### src/rtl/imem_loader.sv
// Boot-time IMEM writer: assembles little-endian words from a byte stream and
// writes them at consecutive addresses, holding the core in reset until done.
module imem_loader #(
    parameter int ADDR_W = 8,
    parameter int DEPTH  = 256
) (
    input  logic              clk,
    input  logic              rst,
    input  logic [7:0]        in_data,
    input  logic              in_valid,
    output logic              in_ready,
    input  logic              reload,
    output logic              imem_we,
    output logic [ADDR_W-1:0] imem_addr,
    output logic [31:0]       imem_wdata,
    output logic              core_hold,
    output logic              done,
    output logic              err
);

    typedef enum logic [2:0] {CNT_LO, CNT_HI, DATA, FLUSH, RUN} state_t;

    state_t      state, state_d;
    logic [15:0] count;
    logic [1:0]  byte_idx;
    logic [16:0] word_idx;
    logic [23:0] asm_q;
    logic        xfer;
    logic        word_done;
    logic        last_word;
    logic        in_range;

    assign xfer      = in_valid && in_ready;
    assign last_word = (word_idx == ({1'b0, count} - 17'd1));
    assign in_range  = (word_idx < 17'(DEPTH));

    // NOTE: every output of this block gets a default first so no latch is inferred.
    always_comb begin
        state_d   = state;
        in_ready  = 1'b0;
        word_done = 1'b0;
        case (state)
            CNT_LO: begin
                in_ready = 1'b1;
                if (xfer) state_d = CNT_HI;
            end
            CNT_HI: begin
                in_ready = 1'b1;
                if (xfer) state_d = ({in_data, count[7:0]} == 16'd0) ? RUN : DATA;
            end
            DATA: begin
                in_ready = 1'b1;
                if (xfer && byte_idx == 2'd3) begin
                    word_done = 1'b1;
                    if (last_word) state_d = FLUSH;
                end
            end
            FLUSH:   state_d = RUN;
            default: state_d = state;
        endcase
        // reload wins over any byte accepted in the same cycle
        if (reload) state_d = CNT_LO;
    end

    // NOTE: sequential state uses non-blocking assignments so all flops update together.
    always_ff @(posedge clk or negedge rst) begin
        if (!rst) begin
            state      <= CNT_LO;
            count      <= '0;
            byte_idx   <= '0;
            word_idx   <= '0;
            asm_q      <= '0;
            imem_we    <= 1'b0;
            imem_addr  <= '0;
            imem_wdata <= '0;
            core_hold  <= 1'b1;
            done       <= 1'b0;
            err        <= 1'b0;
        end else begin
            state     <= state_d;
            core_hold <= (state_d != RUN);
            done      <= (state_d == RUN);
            imem_we   <= 1'b0;
            if (reload) begin
                count    <= '0;
                byte_idx <= '0;
                word_idx <= '0;
                asm_q    <= '0;
                err      <= 1'b0;
            end else if (xfer) begin
                case (state)
                    CNT_LO: count[7:0] <= in_data;
                    CNT_HI: begin
                        count[15:8] <= in_data;
                        byte_idx    <= '0;
                        word_idx    <= '0;
                    end
                    DATA: begin
                        byte_idx <= byte_idx + 2'd1;
                        // shift in from the top; after three bytes asm_q = {b2, b1, b0}
                        asm_q    <= {in_data, asm_q[23:8]};
                        if (word_done) begin
                            word_idx <= word_idx + 17'd1;
                            if (in_range) begin
                                imem_we    <= 1'b1;
                                imem_addr  <= word_idx[ADDR_W-1:0];
                                imem_wdata <= {in_data, asm_q};
                            end else begin
                                err <= 1'b1;
                            end
                        end
                    end
                    default: ;
                endcase
            end
        end
    end

endmodule

### config.mk
export PLATFORM = sky130hd
export DESIGN_NAME = imem_loader
export DESIGN_NICKNAME = d
export VERILOG_FILES = /design/src/rtl/imem_loader.sv
export SDC_FILE = /design/constraint.sdc
export NUM_CORES = 1
export LEC_CHECK = 0
export CAP_MARGIN = 20
export CORE_MARGIN = 3
export CORE_UTILIZATION = 44
export CTS_BUF_LIST = sky130_fd_sc_hd__clkbuf_2 sky130_fd_sc_hd__clkbuf_4 sky130_fd_sc_hd__clkbuf_8
export CTS_CLUSTER_SIZE = 30
export DETAILED_ROUTE_END_ITERATION = 10
export DONT_BUFFER_PORTS = 1
export HOLD_SLACK_MARGIN = 0.12
export SYNTH_ARGS = -nofsm -noshare
export SYNTH_HDL_FRONTEND = slang
export SYNTH_SLANG_ARGS = --single-unit
### constraint.sdc
create_clock -name clk -period 4.8 [get_ports clk]
set_input_delay 0.96 -clock clk [delete_from_list [all_inputs] [get_ports clk]]
set_output_delay 0.96 -clock clk [all_outputs]
set_load 0.02 [all_outputs]
==> run summary, run 1 <==
status -> finished clean
max cap viols -> 0
CP arrival -> 2810 ps
CP endpoint kind -> flip-flop
post-DP HPWL -> 7.46 mm
Congestion Overflow GR -> 0
dpl cells -> 611
cell area after placement -> 5070 µm²
Setup Viol. Count Final -> 0
number of global-route vias before repair -> 3,522
Achievable Freq -> 395 MHz
Root Buffer -> clkbuf_8
Netlist cell types -> 48
Synth Flop Type -> dfrtp_1
Worst-Skew Late Latency -> 380 ps
Synth top area share -> 52.8%
# DRC -> 0
Slew Viols, Final -> 0
# diodes -> 0
Layout fillers -> 1,057
RSZ-0062 raised after global routing -> no
Post-DRT Antenna Nets -> 0
Final Skew -> 9.60 ps
synth top area cells -> dfrtp_1, mux2_2, nand2_1
Req. time, crit path -> 5070 ps
clk slew on worst S/H paths -> 100 ps
# H-tree levels -> 3
final WL -> 11.0 mm
number of port buffers -> 0
core area -> 10,900 µm²
largest net degree at the start of global routing -> 107
Syn Inst Count -> 495
hold crit path type -> in -> async
Mapped Area -> 4980 µm²
CTS resizes -> 0
Final Critical Period -> 2530 ps
Non-Filler Instances -> 627
wire per inst -> 17.6 µm
total number of vias -> 3,519
I/O pin count -> 57
Syn Area/Cell -> 10.1 µm²
total negative slack -> 0 ps
post-synth top area cell -> dfrtp_1
# clock sinks -> 106
CTS Buf Count -> 9
PwrDens -> 312 nW/µm²
Worst Path Max Fanout -> 35
Startpoint Class -> input port
wl on met1 -> 5.05 mm
crit path kind -> in -> reg
Seq/Total Area, Yosys -> 53.3%
synth warn -> 0
Pre-antenna DRT Iters -> 4
Tot GR Track Use -> 18.5%
Starting DRT DRC Count -> 138
GPL Wtd Cong -> 0.908
EDFF count, synth -> 0
area delta synth->final -> 6.00%
Async SR Flop Fraction -> 100%
Die X-Extent -> 112 µm
final instance area -> 5280 µm²
Final Hold Vio Count -> 0
#FFs+latches synth -> 106
Pleak -> 0.00231 µW
nets -> 497
crit share post-route -> 52.7%
Initial Util -> 45.5%
Hold Slack -> 259 ps
first-pass GRT wire length -> 18.8 mm
commonest cells in the netlist -> dfrtp_1, nand2_1, a21oi_1, mux2_2, nor2_1
routed wl met2 -> 5.14 mm
Total Die Area -> 12,600 µm²
initial antenna violation count -> 0
worst IR drop on VDD -> 170 µV
Die H -> 112 µm
cts hold-fix bufs -> 0
TritonCTS clock tree -> done
Setup Buffers After CTS -> 0
vias per cell -> 5.61
share of cells above drive strength 1 -> 14.0%
Rows -> 38
met3 WL -> 656 µm
Slew Limit Headroom -> 40.4%
DR top layer -> met4
clock buffer depth -> 2
Least-Margin Pin Slew -> 894 ps
syn nets -> 510
[per-layer routing]
layer  global-route usage [%]  vias to the layer above
met2                     27.9                       85
li1                         -                     1665
met3                     4.80                       14
met5                        0                        -
met4                     7.45                        0
met1                     25.6                     1755
[metrics by stage]
stage,util (%),total power [µW],setup slack [ps]
2_1_floorplan,-,1050,2380
3_3_place_gp,46.3,1070,1930
5_1_grt,48.3,1720,2080
6_report,48.3,1650,2270
4_1_cts,48.3,1670,2250
3_5_place_dp,46.3,1080,1830
[cell usage in the layout, fill, tap and decap left out, types with 3 or more instances in the layout]
cell / n
nor3_1: 9
or3_1: 5
nand2_1: 105
mux2_2: 42
nand4_1: 5
inv_1: 7
nor2_1: 33
ha_1: 3
a21oi_1: 52
nor2b_1: 3
xnor2_1: 26
nor4_1: 4
clkbuf_8: 10
a22o_1: 3
nand3_1: 9
dfrtp_1: 105
nand2b_1: 3
o21ai_0: 11
xor2_1: 9
[layout make-up]
type / count / area, µm² / share of cell area (%)
Multi-Input combinational cell: 357 / 2200 / 41.8
Clock inverter: 4 / 58.8 / 1.11
Sequential cell: 106 / 2650 / 50.3
Inverter: 7 / 26.3 / 0.498
Clock buffer: 12 / 153 / 2.89
Timing Repair Buffer: 1 / 7.51 / 0.142
Tap cell: 140 / 175 / 3.32
[report_power, final]
part | switching, µW | total [µW] | internal [µW]
clock network | 311 | 585 | 274
logic | 80.0 | 138 | 58.0
registers | 20.4 | 923 | 903
[critical path, cell delays in order]
cell and delay, ps:
nor2b_1 280, nand2_1 140, nor3_2 500, buf_4 500, mux2_2 400
[logic make-up after synthesis]
family,after synthesis,synth area share [%]
muxes,43,9.72
DFF,106,53.3
AOI/OAI and AO/OA,82,9.60
buffers and inverters,32,2.54
xor gates and xnor gates,35,6.16
and+or+nand+nor,194,17.9
adders and majority gates,3,0.754
[state kept, by name, indices dropped and copies added, names as in the netlist, 2 cells and up]
name / count
imem_wdata: 32
asm_q: 24
imem_addr: 8
byte_idx: 2
count: 16
word_idx: 17
state: 3
[path summary, 6_finish.rpt]
check / from / slack, ps / to / depth (start not counted)
worst max register to register: state[1]$_DFF_PN0_ / 2280 / imem_wdata[7]$_DFFE_PN0P_ / 5
min in group clk: asm_q[5]$_DFFE_PN0P_ / 520 / imem_wdata[5]$_DFFE_PN0P_ / 1
worst min register to register: asm_q[5]$_DFFE_PN0P_ / 520 / imem_wdata[5]$_DFFE_PN0P_ / 1
max in group asynchronous: rst / 4350 / core_hold$_DFF_PN1_ / 0
worst min-delay path: rst / 260 / word_idx[5]$_DFFE_PN0P_ / 0
worst max-delay path: in_valid / 2270 / imem_wdata[7]$_DFFE_PN0P_ / 5
Note: power is estimated with default switching activity, not from simulation.
==> run 2, diff against run 1 <==
- clock period: 4.8 -> 2.1 ns (I/O delays scaled with it)
==> run 2 against run 1 <==
Compared with the run above:
- the flow now finishes with violations (hold timing)
- final cell count rose by 5.6%
- register-to-register slack worse by 2300 ps
- first-iteration DRC count is 43% higher
- via count up 2.0%
- non-clock buffer count up 35
- sequential cell count did not move
- clock skew increased by 2.6 ps
- global-route usage rose by 0.52 points
- highest routed layer unchanged
==> run summary, run 2 (synthesized netlist as in run 1, its figures left out) <==
Final WS setup -> 3.37 ps
# clock sinks -> 106
FF-to-FF End -> state[0]$_DFF_PN0_
area delta synth->final -> 12.3%
Reg area -> 2650 µm²
worst reg2reg setup slack -> 3 ps
commonest cells after routing, fill and taps aside -> nand2_1, dfrtp_1, a21oi_1
cell depth of the worst flop-to-flop path -> 6
# H-tree levels -> 3
Pre-antenna DRT Iters -> 4
Final Skew -> 12.2 ps
Rows -> 38
final core utilization -> 51.2%
number of global-route vias before repair -> 3,542
CTS Buf Count -> 9
Clock power frac -> 34.8%
RSZ-0062 raised after global routing -> yes
# diodes -> 0
total number of vias -> 3,588
initial antenna violation count -> 0
worst IR drop on VDD -> 327 µV
Combinational Power Share -> 10.5%
CP endpoint kind -> flip-flop
wire per inst -> 17.2 µm
Reg with most FFs -> imem_wdata
Setup Viol. Count Final -> 0
Starting DRT DRC Count -> 198
Tot GR Track Use -> 19.0%
Largest register FFs -> 32
vias per cell -> 5.42
TritonCTS clock tree -> done
Layout fillers -> 1,029
Achievable Freq -> 477 MHz
share of cells above drive strength 1 -> 20.5%
sequential group share of total power -> 54.7%
largest net degree at the start of global routing -> 107
Net Switching -> 1010 µW
Non-Filler Instances -> 662
Post-DRT Antenna Nets -> 0
Die X-Extent -> 112 µm
area used by multi-input combinational logic -> 2230 µm²
Int Power -> 2820 µW
first-pass GRT wire length -> 19.3 mm
GPL Wtd Cong -> 0.888
hold crit path type -> in -> async
final WL -> 11.4 mm
number of port buffers -> 0
crit share post-route -> 99.8%
CP Launch Point -> count[3]$_DFFE_PN0P_
total chip power -> 3830 µW
total negative slack -> 0 ps
clk slew on worst S/H paths -> 100 ps
core area -> 10,900 µm²
max cap viols -> 0
Least-Margin Pin Slew -> 563 ps
Final Hold Vio Count -> 106
Initial Util -> 45.5%
post-DP HPWL -> 7.82 mm
PwrDens -> 685 nW/µm²
pre-CTS WS -> 36.0 ps
Startpoint Class -> flip-flop
Slew Viols, Final -> 0
Req. time, crit path -> 2360 ps
Worst-Skew Late Latency -> 380 ps
worst setup path end -> state[0]$_DFF_PN0_
Switching Share -> 26.4%
Worst Path Max Fanout -> 3
CP arrival -> 2360 ps
reg2reg start -> count[3]$_DFFE_PN0P_
Congestion Overflow GR -> 0
clock buffer depth -> 2
Slew Limit Headroom -> 62.3%
nets -> 532
Top Registers -> imem_wdata x32, asm_q x24, word_idx x17
# DRC -> 0
dpl cells -> 643
Pleak -> 0.00250 µW
cts hold-fix bufs -> 1
Die H -> 112 µm
Hold Slack -> -276 ps
failing checks -> hold timing
Final Critical Period -> 2100 ps
Root Buffer -> clkbuf_8
Total Die Area -> 12,600 µm²
I/O pin count -> 57
crit path kind -> reg -> reg
status -> complete, but fails checks
run 2: per-stage QoR:
step	hold WS [ps]	instance area [µm²]
6_report	-276	5590
5_1_grt	-307	5590
4_1_cts	-300	5580
3_5_place_dp	130	5320
3_3_place_gp	129	5320
2_1_floorplan	124	4980
run 2: area by class of cell:
class	instances	share of cell area, %
inverter	7	0.470
sequential	106	47.4
multi-input combinational	357	39.9
tap	140	3.13
timing repair buffer	36	5.28
clock buffer	9	2.21
clock inverter	7	1.57
run 2: worst min path at each step:
stage | slack [ps] | cells past startpoint | from | endpoint
after floorplan | 120 | 0 | rst | asm_q[0]$_DFFE_PN0P_
after global placement | 130 | 0 | rst | word_idx[5]$_DFFE_PN0P_
after detailed placement | 130 | 0 | rst | word_idx[5]$_DFFE_PN0P_
after CTS | -300 | 0 | rst | imem_wdata[4]$_DFFE_PN0P_
after global routing | -310 | 0 | rst | asm_q[22]$_DFFE_PN0P_
final | -280 | 0 | rst | imem_wdata[16]$_DFFE_PN0P_
run 2: timing repair:
action	in CTS	in global routing
cloned	0	0
pin swaps	0	3
endpoints found under the hold margin	152	106
gates resized for setup	4	1
buffers inserted	0	2
endpoints found under the setup margin	1	4
run 2: power groups by stage:
stage	registers [µW]	clock network (µW)	logic, µW
6_report	2100	1330	402
5_1_grt	2100	1450	448
4_1_cts	2100	1380	400
3_5_place_dp	2130	0	366
3_3_place_gp	2130	0	361
2_1_floorplan	2130	0	280
run 2: worst max-delay path: stages (launching register included):
cell	delay, ps
dfrtp_1	420
nor4_4	350
nand3_2	140
or4_4	440
xnor2_2	130
nand4_1	120
o41ai_2	380
run 2: metal layers:
layer	vias up	GRT usage [%]	routed length, µm
li1	1736	-	-
met1	1757	26.8	5300
met2	81	28.8	5230
met3	14	4.20	645
met4	0	7.69	197
met5	-	0	0
==> run 3, diff against run 2 <==
- CTS_CLUSTER_SIZE: 30 -> 10
==> results of run 3 <==
No change in the layout: final DEF, timing and power equal those of run 2.
